$ cat src/rtl/mem_copy_pkg.sv
// Shared definitions for the memory copy engine: default bus widths and
// the copy sequencer state encoding.
package mem_copy_pkg;

  localparam int ADDR_W = 8;
  localparam int DATA_W = 8;
  localparam int LEN_W  = 8;

  typedef enum logic [1:0] {
    IDLE  = 2'd0,
    READ  = 2'd1,
    WRITE = 2'd2,
    DONE  = 2'd3
  } copy_state_t;

endpackage

$ cat src/rtl/mem_copy_engine.sv
// Block-copy bus initiator for the data memory. Copies `length` bytes from
// srcAddr to dstAddr in ascending order, one READ cycle followed by one
// WRITE cycle per byte; both pointers wrap at the top of the address space.
// All bus outputs are decoded from registered state only.
// Optional build feature: define MEM_COPY_CHECKSUM_EN to add a `checksum`
// output holding the XOR of every byte written by the current/last copy.
module mem_copy_engine
  import mem_copy_pkg::*;
#(
  parameter int ADDR_W = mem_copy_pkg::ADDR_W,
  parameter int DATA_W = mem_copy_pkg::DATA_W,
  parameter int LEN_W  = mem_copy_pkg::LEN_W
) (
  input  logic              clk,
  input  logic              reset,
  input  logic              start,
  input  logic [ADDR_W-1:0] srcAddr,
  input  logic [ADDR_W-1:0] dstAddr,
  input  logic [LEN_W-1:0]  length,
  output logic              busy,
  output logic              done,
  output logic              memRead,
  output logic              memWrite,
  output logic [ADDR_W-1:0] memAddress,
  output logic [DATA_W-1:0] memWriteData,
  input  logic [DATA_W-1:0] memReadData
`ifdef MEM_COPY_CHECKSUM_EN
  ,
  output logic [DATA_W-1:0] checksum
`endif
);

  copy_state_t       state_reg, state_next;
  logic [ADDR_W-1:0] src_ptr_reg, src_ptr_next;
  logic [ADDR_W-1:0] dst_ptr_reg, dst_ptr_next;
  logic [LEN_W-1:0]  remaining_reg, remaining_next;
  logic [DATA_W-1:0] hold_reg, hold_next;
`ifdef MEM_COPY_CHECKSUM_EN
  logic [DATA_W-1:0] checksum_reg, checksum_next;

  assign checksum = checksum_reg;
`endif

  // Next-state, datapath updates and bus strobes decoded from the current state.
  always_comb begin
    state_next     = state_reg;
    src_ptr_next   = src_ptr_reg;
    dst_ptr_next   = dst_ptr_reg;
    remaining_next = remaining_reg;
    hold_next      = hold_reg;
`ifdef MEM_COPY_CHECKSUM_EN
    checksum_next  = checksum_reg;
`endif
    busy         = 1'b0;
    done         = 1'b0;
    memRead      = 1'b0;
    memWrite     = 1'b0;
    memAddress   = '0;
    memWriteData = '0;

    case (state_reg)
      IDLE: begin
        if (start) begin
          src_ptr_next   = srcAddr;
          dst_ptr_next   = dstAddr;
          remaining_next = length;
`ifdef MEM_COPY_CHECKSUM_EN
          checksum_next  = '0;
`endif
          // A zero-length request still produces its done pulse.
          state_next = (length != '0) ? READ : DONE;
        end
      end
      READ: begin
        busy         = 1'b1;
        memRead      = 1'b1;
        memAddress   = src_ptr_reg;
        hold_next    = memReadData;
        src_ptr_next = src_ptr_reg + ADDR_W'(1);
        state_next   = WRITE;
      end
      WRITE: begin
        busy           = 1'b1;
        memWrite       = 1'b1;
        memAddress     = dst_ptr_reg;
        memWriteData   = hold_reg;
        dst_ptr_next   = dst_ptr_reg + ADDR_W'(1);
        remaining_next = remaining_reg - LEN_W'(1);
`ifdef MEM_COPY_CHECKSUM_EN
        checksum_next  = checksum_reg ^ hold_reg;
`endif
        state_next = (remaining_reg != LEN_W'(1)) ? READ : DONE;
      end
      DONE: begin
        done       = 1'b1;
        state_next = IDLE;
      end
      default: state_next = IDLE;
    endcase
  end

  // State register; reset aborts any copy in progress immediately.
  always_ff @(posedge clk or posedge reset) begin
    if (reset) begin
      state_reg <= IDLE;
    end else begin
      state_reg <= state_next;
    end
  end

  // Pointer, byte counter, hold byte (and optional checksum) registers.
  always_ff @(posedge clk or posedge reset) begin
    if (reset) begin
      src_ptr_reg   <= '0;
      dst_ptr_reg   <= '0;
      remaining_reg <= '0;
      hold_reg      <= '0;
`ifdef MEM_COPY_CHECKSUM_EN
      checksum_reg  <= '0;
`endif
    end else begin
      src_ptr_reg   <= src_ptr_next;
      dst_ptr_reg   <= dst_ptr_next;
      remaining_reg <= remaining_next;
      hold_reg      <= hold_next;
`ifdef MEM_COPY_CHECKSUM_EN
      checksum_reg  <= checksum_next;
`endif
    end
  end

endmodule

$ cat config.mk
export PLATFORM = sky130hd
export DESIGN_NAME = mem_copy_engine
export DESIGN_NICKNAME = d
export VERILOG_FILES = /design/src/rtl/mem_copy_pkg.sv /design/src/rtl/mem_copy_engine.sv
export SDC_FILE = /design/constraint.sdc
export NUM_CORES = 1
export LEC_CHECK = 0
export ABC_AREA = 1
export CAP_MARGIN = 30
export CORE_MARGIN = 5
export CORE_UTILIZATION = 50
export CTS_CLUSTER_SIZE = 12
export DETAILED_ROUTE_END_ITERATION = 16
export HOLD_SLACK_MARGIN = 0.03
export PLACE_DENSITY = 0.78
export SYNTH_ARGS = -nofsm -noshare
export SYNTH_HDL_FRONTEND = slang
export SYNTH_SLANG_ARGS = --single-unit
$ cat constraint.sdc
create_clock -name clk -period 2.05 [get_ports clk]
set_clock_uncertainty 0.2 [all_clocks]
set_input_delay 0.5125 -clock clk [delete_from_list [all_inputs] [get_ports clk]]
set_output_delay 0.5125 -clock clk [all_outputs]
set_load 0.01 [all_outputs]
; ---- Word level (Yosys, flattened, before mapping)
; Index checks and enable logic that the tools add are counted.
; Widths: inputs -> output; s select.
[classes]
reduce_logical = 7
n_eq_ne = 5
n_addsub = 3
mux = 16
[op_table]
columns = operator, count
row1 = $pmux 8 s2, 4
row2 = $mux 8, 4
row3 = $add 8x1->8 const B, 2
row4 = $ne 8x1->1 const B, 1
row5 = $pmux 2 s4, 1
row6 = $reduce_bool 8->1, 1
row7 = $sub 8x1->8 const B, 1
row8 = $mux 2, 3
row9 = $eq 2x2->1 const B, 2
row10 = $mux 1, 4
row11 = $reduce_and 2->1, 2
row12 = $reduce_bool 2->1, 2
row13 = $eq 2x1->1 const B, 1
row14 = $logic_not 2->1, 1
row15 = $ne 2x2->1 const B, 1
row16 = $reduce_or 2->1, 1
[totals]
output_inout_bits = 20
inputBits = 35
regBits = 34

; ---- Longest topological paths before layout
; Gate-level depths: netlist (run 1).
[depth]
depth_word = 4
depth_mapped = 10

; ---- Least setup slack after synthesis (run 1)
; No wires, ideal clock.
[synth_timing]
kind = flip-flop to output port
from = register state_reg[0]
to = output memAddress[1]
n_path_buf = 3
arrival_ns = 1.511
path_stages_with_launch = 8
slack_ns = -0.173
path_cell_list = dfrtp_1 > inv_1 > ha_1 > buf_2 > buf_2 > buf_2 > nand2_1 > a21oi_1
[synth_between]
elab_chain_len = 2
word_cells_on_any_way = 3
classes_between = eq/ne (2) / mux (1)
[synth_lines]
columns = element, line_no
row1 = "start, declared", mem_copy_engine.sv:33  ; copy_state_t state_reg, state_next;
row2 = "start signal, assigned", mem_copy_engine.sv:107  ; state_reg <= state_next;
row3 = $eq 2x2->1 / $eq 2x1->1 (equally long branches), mem_copy_engine.sv:61  ; case (state_reg)
row4 = $pmux 8 s2 (*), mem_copy_engine.sv:61
row5 = "end, declared", mem_copy_engine.sv:24  ; output logic [ADDR_W-1:0] memAddress,
; Every way passes the cells marked *; elsewhere a longest branch is shown, timed or not.

; ---- Final worst setup path (run 1)
[layout_timing]
from = register state_reg[0]
to = output memAddress[3]
; The elaborated chain is that of the path after synthesis.

==> results of run 1 <==
==> final cells by class <==
cell class                 instances  area [um2]
inverter                          41         165
clock buffer                       6        82.6
timing repair buffer              98         812
tap                               52        65.1
fill                             321        1060
multi-input combinational        246        1260
sequential                        34         851
clock inverter                     1        30.0
==> cells in the final DEF (no fill, tap or decap) <==
master           Yosys  final
nand2_4              0      3
dfrtp_1             34     34
buf_2                9     19
ha_1                 8      4
a22oi_1              1      1
o21ai_2              0      1
clkbuf_8             0      6
clkdlybuf4s50_1      0     34
clkinvlp_4           0      1
a21o_1               1      1
o21ai_0             18     18
inv_2                1      3
ha_4                 0      4
o31ai_1              1      1
buf_6                2      7
o21ai_4              1      1
buf_12               0      1
o21bai_1             1      1
o211ai_1             1      1
inv_4                1      1
nand2_1            118    109
nand2_2              1      7
buf_4                1     37
nand3_1             24     24
a31oi_1              2      2
or2_0                1      1
a21oi_1             19     11
clkinv_4             0      1
a21boi_1             0      1
nand4_1              5      5
bufinv_16            0      1
o21ai_1              4      3
a21oi_2              0      8
o211ai_2             1      1
inv_1               39     35
nor2_1              38     38
==> synth_stat cells <==
master    instances
buf_2             9
o211ai_1          1
nand4_1           5
nand2_2           1
a21oi_1          19
nand2_1         118
a31oi_1           2
or2_0             1
a21boi_0          1
nor2_1           38
inv_4             1
o31ai_1           1
nand3_1          24
inv_1            39
buf_4             1
a21o_1            1
o21ai_1           4
dfrtp_1          34
o211ai_2          1
o21ai_0          18
o21ai_4           1
buf_6             2
ha_1              8
a22oi_1           1
inv_2             1
o21bai_1          1
==> power breakdown <==
part | internal [uW] | switching, uW | total [uW] | leakage (uW)
logic | 67.2 | 37.2 | 104 | 0.00130
registers | 679 | 4.84 | 683 | 0.000417
clock network | 389 | 243 | 632 | 0.0000573
total | 1130 | 286 | 1420 | 0.00177
==> worst register-to-register path, delay by kind of cell (launching register included) <==
kind            cells  cell delay (ns)
fa+ha+maj           1             0.16
flops               1             0.40
compound gates      1             0.24
simple gates        2             0.30
buf+inv             5             0.65
==> metrics by stage <==
stage,TNS [ns],power (uW),cells,cell area [um2],hold WS (ns)
4_1_cts,-0.830,1430,470,3140,0.284
3_5_place_dp,-4.51,800,459,3020,0.267
3_3_place_gp,-3.87,799,459,3020,0.256
5_1_grt,-2.86,1470,478,3270,0.308
2_1_floorplan,0,723,333,2260,0.242
6_report,-1.26,1420,478,3270,0.280
==> timing repair <==
action | in CTS | in global routing
pin swaps | 1 | 11
setup buffers | 3 | 9
resized for setup | 99 | 21
cloned | 1 | 0
endpoints found under the setup margin | 24 | 27
==> routing by layer <==
metal / track usage, % / share of wire, %
met1: 25.6 / 41
met2: 39.1 / 51
met3: 3.98 / 5.1
met4: 6.64 / 2.7
met5: 0 / 0
==> path summary, 6_finish.rpt <==
path	slack, ns	from	endpoint
hold / removal	0.28	hold_reg[2]	hold_reg[2]
setup / recovery	-0.13	state_reg[0]	memAddress[3]
hold reg to reg	0.28	hold_reg[2]	hold_reg[2]
min in group asynchronous	0.42	reset	src_ptr_reg[1]
setup reg to reg	0	state_reg[1]	remaining_reg[7]
max in group asynchronous	0.91	reset	remaining_reg[0]
==> kinds of logic after synthesis <==
group                    count (synthesis)  share of synthesized area (%)
AO/OA/AOI/OAI                           51                           13.1
adder cells (fa/ha/maj)                  8                           4.50
buffers and inverters                   53                           10.4
flip-flops                              34                           38.3
AND/OR/NAND/NOR                        187                           33.7
==> flow_summary.ini, run 1 <==
[critical_path]
cp_max_fo = 5
path_buf_inv = 3
crit_family = buffers and inverters
r2r.worst_path.cells = 9
required_ns = 1.34
crit_cells = 6
cp_slowest_cell = dfrtp_1
critPathArrivalTime_ns = 1.47
crit_path_max_incr_delay_ns = 0.40
cp-end-kind = output pin
cp-start-kind = flip-flop
timing_worst_setup_path_type = flip-flop to output pin
worstPathCellList = inv_2 -> ha_4 -> buf_6 -> nand2_2 -> a21oi_2 -> buf_2

[cells_and_area]
final_nets = 469
layout-drive-gt1-share_pct = 23.9
area_growth_pct = 47.0
num_antenna_cells = 0
final_core_util_pct = 75.6

[synth]
syn_nets = 376
synth-seq-area-share_pct = 38.3
syn_avg_cell_area_um2 = 6.68
synthTopCellsByArea = dfrtp_1, nand2_1, inv_1
synth_top_cell_by_area = dfrtp_1
synthCells = 333
synth_top_area_share_pct = 38.3
ys_types = 26
synth-warning-count = 0
synth-seq-cells = 34
syn_area_um2 = 2220

[worst_hold_path]
hold_depth = 2
hold_path.class = flip-flop to flip-flop

[floorplan]
fp-row-count = 24
die_x_um = 76.7
io_pins = 55
core_area_um2 = 4320
initial_core_util_pct = 51.4
fp.dieH_um = 76.7
dieArea_um2 = 5880

[sta]
hold_viol = 0
worstMarginPinSlew_ns = 0.443
timing.final.crit_share_pct = 106
fmax_mhz = 459
slew_headroom_pct = 70.5
setup_viol = 16
maxSlewViolCount = 0
rsz0062_at_grt = yes
finalWorstSetupSlack_ns = -0.130
finalCriticalPeriod_ns = 2.18

[drt]
wl_mm = 6.51
avgViaCountPerCell = 5.21
vias = 2489
firstDrtPassIters = 4
drtIter0Drc = 160
ant_nets = 0
drc = 0
wire_per_inst_um = 13.6

[global_routing]
track_usage_pct = 21.6
antenna_found_initial = 0
grt_overflow = 0
grt_first_pass_wirelength_mm = 10.6
grt_pass1_vias = 2377
grt_max_degree = 35

[place]
place_congestion = 0.883
hpwl_mm = 4.52
portBuffers = 54
place_ws_ns = -0.276

[clock_network]
max-clock-path-buffers = 2
clk_latency_ns = 0.28
htreeDepth = 2
clkTransAtPathRegs_ns = 0.06
clockRootBuffer = clkbuf_8
cts_hold_repair.buffers = 0
tritoncts = done
numCtsBuffers = 5
cts.sinks = 34

[run_status]
status = finished with violations
violations = negative setup slack

[pwr]
vdd_drop_max_mv = 0.347
power.static_leakage_uw = 0.00177
p_per_area_nw_per_um2 = 435

[job]
drv_cap = 0
No activity file was read; power rests on OpenSTA's default activity.
==> run 2, diff against run 1 <==
CORE_MARGIN = 4   (was 5)
CORE_UTILIZATION = 51   (was 50)
CTS_BUF_LIST = sky130_fd_sc_hd__clkbuf_8   (was default)
PLACE_DENSITY = 0.79   (was 0.78)
==> run 2 against run 1 <==
The run still ends with negative setup slack left. Die area fell by 6.8%. Clock power fell by 16%. Maximum frequency decreased by 1.8%. Utilization rose by 3.8 points. Wire length grew 4.4%. Sequential cell count stayed put. Worst hold slack got worse by 0.0045 ns. First-iteration DRC count increased by 21%. Global-route usage up 2.5 points. Critical path type unchanged. Critical endpoint is now memAddress[7].
==> flow_summary.ini, run 2 (same netlist as run 1, synthesis figures left out) <==
[run_status]
violations = negative setup slack
status = finished with violations

[cells_and_area]
register_area_um2 = 851
final_core_util_pct = 79.4
final_nets = 464
layout_commonest_cell = nand2_1
multi_input_area_um2 = 1290
final_cell_area_um2 = 3270
layout-drive-gt1-share_pct = 24.4
num_antenna_cells = 0
fill_cells = 309
area_growth_pct = 46.9
final_cell_mix = nand2_1, inv_1, nor2_1

[place]
place_congestion = 0.910
hpwl_mm = 4.48
portBuffers = 54
dpl_cell_area_um2 = 2980

[clock_network]
max-clock-path-buffers = 2
clockRootBuffer = clkbuf_8
numCtsBuffers = 5
clk_latency_ns = 0.30
clkTransAtPathRegs_ns = 0.07
htreeDepth = 2
cts.sinks = 34
tritoncts = done

[drt]
avgViaCountPerCell = 5.28
vias = 2493
drc = 0
wl_mm = 6.80
firstDrtPassIters = 5
wire_per_inst_um = 14.4
ant_nets = 0
drtIter0Drc = 194

[pwr]
power.static_leakage_uw = 0.00174
vdd_drop_max_mv = 0.314
p_per_area_nw_per_um2 = 404

[sta]
finalWorstSetupSlack_ns = -0.170
finalCriticalPeriod_ns = 2.22
maxSlewViolCount = 0
slew_headroom_pct = 79.0
timing.final.crit_share_pct = 108
fmax_mhz = 450
worstMarginPinSlew_ns = 0.314
setup_viol = 17
hold_viol = 0
rsz0062_at_grt = yes

[critical_path]
timing_worst_setup_path_type = flip-flop to output pin
r2r.worst_path.cells = 9
cp-end-kind = output pin
r2r-start = state_reg[1]
r2r-end = remaining_reg[7]
cp-start-kind = flip-flop
critPathArrivalTime_ns = 1.51
ff2ff_setup_slack_ns = 0.01
required_ns = 1.34
cp_max_fo = 6

[floorplan]
io_pins = 55
fp.dieH_um = 74.0
fp-row-count = 23
dieArea_um2 = 5480
core_area_um2 = 4120
die_x_um = 74.0
initial_core_util_pct = 54.0

[job]
drv_cap = 0

[worst_hold_path]
hold_depth = 2
min_to = hold_reg[2]
hp-start = hold_reg[2]
hold_path.class = flip-flop to flip-flop

[global_routing]
track_usage_pct = 24.1
antenna_found_initial = 0
grt_first_pass_wirelength_mm = 10.2
grt_overflow = 0
grt_max_degree = 35
grt_pass1_vias = 2329
run 2: cell count changes in the layout (fill, tap and decap cells not counted), sizes merged:
cell / change
inv: +2
clkinvlp: -1
buf: -7
clkinv: +2
bufinv: -1
clkbuf: +1
run 2: cell type report:
cell class | instances | share of cell area [%]
well taps | 50 | 1.91
flip-flops and latches | 34 | 26.0
repair inverters | 1 | 0.153
clock inverters | 2 | 0.268
clock buffers | 6 | 2.53
inverters | 41 | 4.86
repair buffers | 92 | 24.7
multi-input cells | 246 | 39.6
run 2: how the worst max path moves through the flow:
stage	start	endpoint	slack (ns)	depth (start not counted)
6_report	state_reg[1]	memAddress[7]	-0.17	6
4_1_cts	state_reg[1]	memAddress[1]	-0.18	6
3_5_place_dp	state_reg[1]	memAddress[1]	-0.35	5
3_3_place_gp	state_reg[0]	memAddress[0]	-0.26	5
2_1_floorplan	state_reg[1]	memAddress[4]	0.006	7
5_1_grt	state_reg[0]	memAddress[5]	-0.23	6
run 2: worst max-delay path: stages (launching register included):
cell,delay (ns)
dfrtp_1,0.40
inv_2,0.14
ha_4,0.19
buf_8,0.13
nand2_2,0.06
a21oi_2,0.13
buf_2,0.14
run 2: stage by stage:
step | setup WS, ns | hold slack (ns) | setup TNS (ns) | cells | power (uW)
after floorplan | 0.00583 | 0.242 | 0 | 333 | 723
after global placement | -0.257 | 0.254 | -4.03 | 452 | 801
after detailed placement | -0.346 | 0.260 | -5.23 | 452 | 803
after CTS | -0.182 | 0.278 | -1.38 | 465 | 1330
after global routing | -0.230 | 0.290 | -2.97 | 472 | 1370
final | -0.170 | 0.275 | -1.78 | 472 | 1320
run 2: metal layers:
| layer | vias up | GRT usage [%] | wire length (um) |
|---|---|---|---|
| li1 | 1222 | - | - |
| met1 | 1135 | 28.5 | 2800 |
| met2 | 111 | 41.8 | 3290 |
| met3 | 25 | 5.41 | 479 |
| met4 | 0 | 10.9 | 231 |
| met5 | - | 0 | 0 |
run 2: what timing repair did:
item,4_1_cts,5_1_grt
setup buffers,5,8
resized for setup,99,35
gates cloned,0,1
setup endpoints to repair,20,30
hold buffers,0,0
pin swaps,8,13
run 2: power by group:
| group | internal [uW] | total (uW) | leakage, uW | switching [uW] |
|---|---|---|---|---|
| registers | 678 | 682 | 0.000417 | 4.01 |
| logic | 69.8 | 108 | 0.00127 | 38.1 |
| clock network | 266 | 529 | 0.0000524 | 263 |
==> run 3, diff against run 2 <==
REMOVE_ABC_BUFFERS = 1   (was default)
==> run 3 against run 2 <==
Combinational power is essentially flat. Maximum frequency shrank 0.53%. The flow still finishes with violations (negative setup slack). Non-clock buffer count grew 11. Largest cell class unchanged.
==> flow_summary.ini, run 3 (same netlist as run 1, synthesis figures left out) <==
[floorplan]
fp.dieH_um = 74.0
core_area_um2 = 4120
fp-row-count = 23
dieArea_um2 = 5480
initial_core_util_pct = 54.0
io_pins = 55
die_x_um = 74.0

[critical_path]
cp_max_fo = 5
required_ns = 1.34
cp_slowest_cell = dfrtp_1
r2r.worst_path.cells = 12
cp-end-kind = output pin
timing_worst_setup_path_type = flip-flop to output pin
critPathArrivalTime_ns = 1.52
worstPathCellList = inv_2 -> ha_4 -> buf_6 -> nand2_2 -> a21oi_2 -> buf_2
crit_path_max_incr_delay_ns = 0.42
cp-start-kind = flip-flop

[drt]
wire_per_inst_um = 15.2
firstDrtPassIters = 5
drc = 0
avgViaCountPerCell = 5.50
drtIter0Drc = 212
ant_nets = 0
vias = 2653
wl_mm = 7.31

[cells_and_area]
layout-drive-gt1-share_pct = 27.8
num_antenna_cells = 0
layout_commonest_cell = nand2_1
final_nets = 474
final_cell_mix = nand2_1, inv_1, nor2_1
final_core_util_pct = 82.9
area_growth_pct = 53.5
stdcell_count = 482
final_cell_area_um2 = 3410

[worst_hold_path]
hold_depth = 2
hold_path.class = flip-flop to flip-flop

[global_routing]
grt_max_degree = 35
top_usage_layer = met2
met1_usage_pct = 32.9
grt_use_met2_pct = 41.4
grt_overflow = 0
antenna_found_initial = 0
track_usage_pct = 25.2
grt_first_pass_wirelength_mm = 10.7
grt_pass1_vias = 2362
gr-usage-met3_pct = 4.46

[pwr]
p_sw_share_pct = 23.1
p_seq_share_pct = 51.8
power.internal_uw = 1010
p_per_area_nw_per_um2 = 387
power_switching_uw = 306
vdd_drop_max_mv = 0.349
p_comb_share_pct = 8.3
clock_power_share_pct = 39.8
power.static_leakage_uw = 0.00180

[clock_network]
clockRootBuffer = clkbuf_8
cts.sinks = 34
htreeDepth = 2
clk_latency_ns = 0.30
tritoncts = done
numCtsBuffers = 5
clkTransAtPathRegs_ns = 0.08
max-clock-path-buffers = 2

[job]
drv_cap = 0

[sta]
setup-tns-final_ns = -2.82
holdWs_ns = 0.285
timing.final.crit_share_pct = 109
finalWorstSetupSlack_ns = -0.182
maxSlewViolCount = 0
fmax_mhz = 448
setup_viol = 28
slew_headroom_pct = 83.3
rsz0062_at_grt = yes
finalCriticalPeriod_ns = 2.23
worstMarginPinSlew_ns = 0.250
hold_viol = 0

[place]
portBuffers = 54
hpwl_mm = 4.34
dpl_cell_area_um2 = 2980
place_congestion = 0.876
dpl.cell_count = 451

[run_status]
violations = negative setup slack
status = finished with violations
[run 3: cell types whose count changed in the layout (fill, tap and decap cells not counted), moves of 2 or more]
| cell | before | now |
|---|---|---|
| o21ai_1 | 4 | 7 |
| nand2_1 | 103 | 100 |
| buf_6 | 12 | 20 |
| nand3_2 | 0 | 2 |
| nand3_1 | 24 | 22 |
| o21ai_0 | 17 | 14 |
| nand2_2 | 11 | 17 |
| buf_12 | 1 | 5 |
| nor2_2 | 1 | 3 |
| buf_8 | 2 | 0 |
| buf_4 | 26 | 28 |
| nand2_4 | 5 | 2 |
[run 3: final cells by class]
class / instances / area (um2)
clock buffer: 6 / 82.6
tap: 50 / 62.6
timing repair buffer: 103 / 956
fill: 255 / 703
sequential: 34 / 851
multi-input combinational: 246 / 1280
clock inverter: 2 / 8.76
inverter: 41 / 166
[run 3: worst paths after layout]
kind                                   start          endpoint  slack (ns)
worst max-delay path            state_reg[1]     memAddress[6]       -0.18
worst min-delay path             hold_reg[2]       hold_reg[2]        0.28
worst max register to register  state_reg[1]  remaining_reg[5]       -0.07
worst min register to register   hold_reg[2]       hold_reg[2]        0.28
max in group asynchronous              reset    dst_ptr_reg[3]        1.10
min in group asynchronous              reset  remaining_reg[4]        0.36
[run 3: per-layer routing]
layer  share of wire, %  vias to the layer above
met5                  0                        -
met4                3.4                        0
met3                8.0                       26
met2                 49                      140
met1                 39                     1241
li1                   -                     1246
[run 3: stage by stage]
| stage | setup slack (ns) | power [uW] |
|---|---|---|
| after floorplan | -0.402 | 723 |
| after global placement | -0.278 | 802 |
| after detailed placement | -0.324 | 803 |
| after CTS | -0.121 | 1320 |
| after global routing | -0.259 | 1360 |
| final | -0.182 | 1320 |
[run 3: power groups by stage]
stage | registers, uW | logic (uW) | clock network [uW]
finish | 684 | 110 | 526
global route | 685 | 119 | 554
CTS | 683 | 108 | 529
detailed placement | 695 | 108 | 0
global placement | 695 | 107 | 0
floorplan | 694 | 28.4 | 0
[run 3: repair_timing]
action | in CTS | in global routing
cloned | 2 | 0
hold buffers | 0 | 0
setup endpoints to repair | 30 | 32
setup buffers | 4 | 20
resized for setup | 100 | 61
pin swaps | 8 | 16
[run 3: critical path: cells and delay by family (launching register included)]
family / cells / cell delay, ns
adder cells (fa/ha/maj): 1 / 0.19
buffers and inverters: 3 / 0.40
flip-flops: 1 / 0.42
AO/OA/AOI/OAI: 1 / 0.13
AND/OR/NAND/NOR: 1 / 0.07
==> RTL edit 1, RTL diff (flow settings as in run 1) <==
The option `MEM_COPY_CHECKSUM_EN` is turned on by a define.
--- a/src/rtl/mem_copy_engine.sv
+++ b/src/rtl/mem_copy_engine.sv
@@ -6,2 +6,4 @@
 // output holding the XOR of every byte written by the current/last copy.
+`define MEM_COPY_CHECKSUM_EN
+
 module mem_copy_engine
Check against the original RTL (old outputs only; new: checksum): equivalent (Yosys induction, for registers that start in step).
==> RTL edit 1 against run 1 <==
  * Final area is 15% higher
  * The run still ends with setup timing left
  * Synthesized area is 13% higher
  * Routed wire length is 16% higher
  * Count of clock-buffer cells in the layout is 1 lower
  * Sequential cell count is 8 higher
  * Register-to-register slack better by 0.06 ns
  * Core utilization is 2.4 points higher
  * Critical path depth stayed put
  * Die area is 11% higher
  * Setup slack worse by 0.085 ns
Power is left out: it rests on default switching activity, and per cell area and clock period it moved more than threefold.
==> RTL edit 1: results (changes against run 1) <==
initial antenna violation count 0 (unchanged); DR WL met3 429 um (+30%); DR pass1 iterations 4 (unchanged); port bufs 62 (+15%); Seq/Total Area, Yosys 41.7% (+3.5 points); GR Util met1 27.8% (+2.2 points); GRT Overall Usage 22.8% (+1.2 points); initial DRC count 161 (+0.63%); status complete, but fails checks; post-route insts no fill 527 (+10%); complex-gate fraction of the synthesized area 13.4% (+0.31 points); met1 wire length 3020 um (+12%); post-synth net total 402 (+6.9%); Mapped Cells 359 (+7.8%); setup ws final -0.215 ns (-0.0849 ns); violated checks setup timing; crit-path max FO 6 (+1); Placement Setup Slack -0.318 ns (-0.0421 ns); clk buf depth 2 (unchanged); uppermost layer routed met4; setup bufs post-CTS 4 (+1); largest net degree at the start of global routing 43 (+23%); post-detail-place hpwl 5050 um (+12%); Worst path slowest cell dfrtp_1; M2 GR Usage 39.2% (+0.11 points); post-synthesis adder-cell area fraction 3.98% (-0.53 points); metal2 WL 3980 um (+20%); Tightest Pin Transition 0.246 ns (-0.197 ns); Max Transition Viols Final 0 (unchanged); Cell Count Post-Placement 506 (+10%); clock latency on the worst-skew pair 0.30 ns (+0.02 ns); Largest stage delay, worst path 0.41 ns; ant diodes 0 (unchanged); fin nets 502 (+7.0%); fraction of layout cells with a size suffix above 1 24.8% (+0.84 points); via count 2782 (+12%); Root Buffer clkbuf_8; type of the worst min-delay path reg -> reg; TritonCTS Buffers 5 (unchanged); RePlAce Congestion 0.864 (-2.1%); top_reg_cell synth dfrtp_1; vias in the first global route 2663 (+12%); clock slew at reported path FFs 0.09 ns (+0.03 ns); first-pass GRT wire length 11800 um (+12%); post-CTS sizing 98 (-1.0%); drt total wl 7570 um (+16%); H-tree Lvls 2 (unchanged); XOR/XNOR Fraction of Synth Area 0.348% (+0.35 points); post-synth cell types 25 (-3.8%); Final setup viols 17 (+1); Synth Warn # 0 (unchanged); Placed Area 0.00344 mm^2 (+14%); Post-synth ARST share 100% (unchanged); met3 usage 5.32% (+1.3 points); synth cell count leaders nand2_1 (133), dfrtp_1 (42), inv_1 (35); Critical Path AT 1.55 ns (+0.08 ns); setup TNS -1.91 ns (-0.658 ns); Area contributors post-synth dfrtp_1 (42%), nand2_1 (20%), inv_1 (5.2%)
-- RTL edit 1: final timing paths --
| kind | from | endpoint | slack (ns) | cells past startpoint |
|---|---|---|---|---|
| worst max-delay path | state_reg[0] | memAddress[3] | -0.22 | 6 |
| worst min-delay path | remaining_reg[5] | remaining_reg[5] | 0.30 | 2 |
| worst max register to register | state_reg[0] | checksum[1] | 0.06 | 10 |
| worst min register to register | remaining_reg[5] | remaining_reg[5] | 0.30 | 2 |
| max in group asynchronous | reset | remaining_reg[4] | 1.07 | 3 |
| min in group asynchronous | reset | src_ptr_reg[6] | 0.36 | 3 |
-- RTL edit 1: cell type report --
class                   instances  area (um^2)
inverters                      37          141
clock buffers                   5         68.8
flip-flops and latches         42         1050
well taps                      67         83.8
multi-input cells             267         1400
clock inverters                 3         21.3
repair buffers                106          990
fillers                       367         1060
==> RTL edit 2, RTL diff (config.mk and constraints of run 1) <==
Without the edit above. The 4 states of `copy_state_t` get a one-hot encoding in 4 bits.
--- a/src/rtl/mem_copy_pkg.sv
+++ b/src/rtl/mem_copy_pkg.sv
@@ -8,7 +8,7 @@
 
-  typedef enum logic [1:0] {
-    IDLE  = 2'd0,
-    READ  = 2'd1,
-    WRITE = 2'd2,
-    DONE  = 2'd3
+  typedef enum logic [3:0] {
+    IDLE  = 4'b0001,
+    READ  = 4'b0010,
+    WRITE = 4'b0100,
+    DONE  = 4'b1000
   } copy_state_t;
Check against the original RTL: same outputs for any inputs over 10 cycles, from zero or initial values and one cycle with reset high; not proved beyond that.
==> RTL edit 2 against run 1 <==
  * The flow still finishes with violations (setup timing)
  * Final area increased by 1.3%
  * Routed wire length increased by 5.7%
  * Sequential cell count increased by 2
  * Synthesized area increased by 5.0%
  * Setup slack got worse by 0.059 ns
Power is not compared: it rests on default switching activity, and its combinational part moved more than twofold at a synthesized area within 25%.
==> RTL edit 2: results (changes against run 1) <==
drt wl/cell 14.4 um (+5.9%); post-route insts no fill 477 (-0.21%); violated checks setup timing; Synth Warn # 0 (unchanged); top_reg_cell synth dfrtp_1; crit-path max FO 8 (+3); vias in the first global route 2367 (-0.42%); Area contributors post-synth dfrtp_1 (38%), nand2_1 (14%), nor2_1 (8.7%); GR Util met1 30.3% (+4.7 points); fin nets 463 (-1.3%); clock slew at reported path FFs 0.08 ns (+0.02 ns); initial antenna violation count 0 (unchanged); first-pass GRT wire length 11100 um (+4.8%); status complete, but fails checks; Min Hold Slack 0.345 ns (+0.0653 ns); post-synth net total 376 (unchanged); initial DRC count 204 (+28%); Post-synth ARST share 100% (unchanged); Seq/Total Area, Yosys 38.6% (+0.37 points); clk buf depth 2 (unchanged); Syn Area/Cell 6.93 um^2 (+3.8%); GRT Overall Usage 22.6% (+1.0 points); via count 2566 (+3.1%); Placement Setup Slack -0.278 ns (-0.00151 ns); clock latency on the worst-skew pair 0.29 ns; Placed Area 0.00304 mm^2 (+0.70%); largest net degree at the start of global routing 37 (+5.7%); setup ws final -0.190 ns (-0.0594 ns); Root Buffer clkbuf_8; post-detail-place hpwl 4710 um (+4.2%); Final setup viols 18 (+2); setup TNS -2.07 ns (-0.815 ns); VDD IR max 584 uV; Slew headroom 78.9% (+8.4 points); LEAKAGE 1.65 nW; type of the worst min-delay path reg -> reg; Net Sw Frac 44.5%; met3 usage 4.35% (+0.37 points); port bufs 54 (unchanged); RePlAce Congestion 0.926 (+4.8%); R2R setup slack 0.17 ns (+0.17 ns); DR pass1 iterations 7 (+3); H-tree Lvls 2 (unchanged); post-synth cell types 30 (+15%); ant diodes 0 (unchanged); TritonCTS Buffers 5 (unchanged); fraction of layout cells with a size suffix above 1 23.1% (-0.88 points); synth cell count leaders nand2_1 (90), nor2_1 (54), inv_1 (44); M2 GR Usage 36.7% (-2.4 points); Critical Path AT 1.53 ns (+0.06 ns)
## RTL edit 2: routing by layer
layer / vias up / routed length, um
li1: 1240 / -
met1: 1172 / 2910
met2: 131 / 3250
met3: 23 / 586
met4: 0 / 144
met5: - / 0
## RTL edit 2: final cells by class
cell class / count / area, um^2
fillers: 345 / 1130
inverters: 46 / 180
clock buffers: 5 / 68.8
flip-flops and latches: 36 / 902
multi-input cells: 243 / 1240
well taps: 52 / 65.1
repair buffers: 92 / 815
clock inverters: 3 / 42.5
## RTL edit 2: worst max-delay path: stages, from the launching register on
cell and delay (ns):
dfrtp_1 0.44, nor2_4 0.13, nand2_4 0.12, buf_6 0.14
buf_6 0.11, o22ai_2 0.14, buf_2 0.15
## RTL edit 2: power groups by stage
stage	Clock (mW)	Combinational, mW	Sequential, mW
5_1_grt	0.673	2.35	1.39
2_1_floorplan	0	1.26	1.30
3_5_place_dp	0	1.92	1.33
6_report	0.634	2.10	1.35
4_1_cts	0.638	2.00	1.33
3_3_place_gp	0	1.87	1.32
## RTL edit 2: cell families after synthesis
| logic type | synth area share (%) |
|---|---|
| DFF | 38.6 |
| AOI/OAI and AO/OA | 11.1 |
| buffers and inverters | 12.0 |
| and+or+nand+nor | 36.1 |
| adders and majority gates | 2.14 |
## RTL edit 2: final timing paths
check	start	endpoint	cells past startpoint
min in group asynchronous	reset	state_reg[1]	3
hold reg to reg	hold_reg[5]	hold_reg[5]	2
hold / removal	hold_reg[5]	hold_reg[5]	2
max in group asynchronous	reset	state_reg[0]	3
setup reg to reg	state_reg[3]	remaining_reg[0]	8
setup / recovery	state_reg[1]	memAddress[6]	6
## RTL edit 2: repair_timing
item | in CTS | in global routing
gates cloned | 0 | 0
endpoints found under the setup margin | 20 | 20
resized for setup | 103 | 16
pin swaps | 9 | 7
setup buffers | 10 | 5
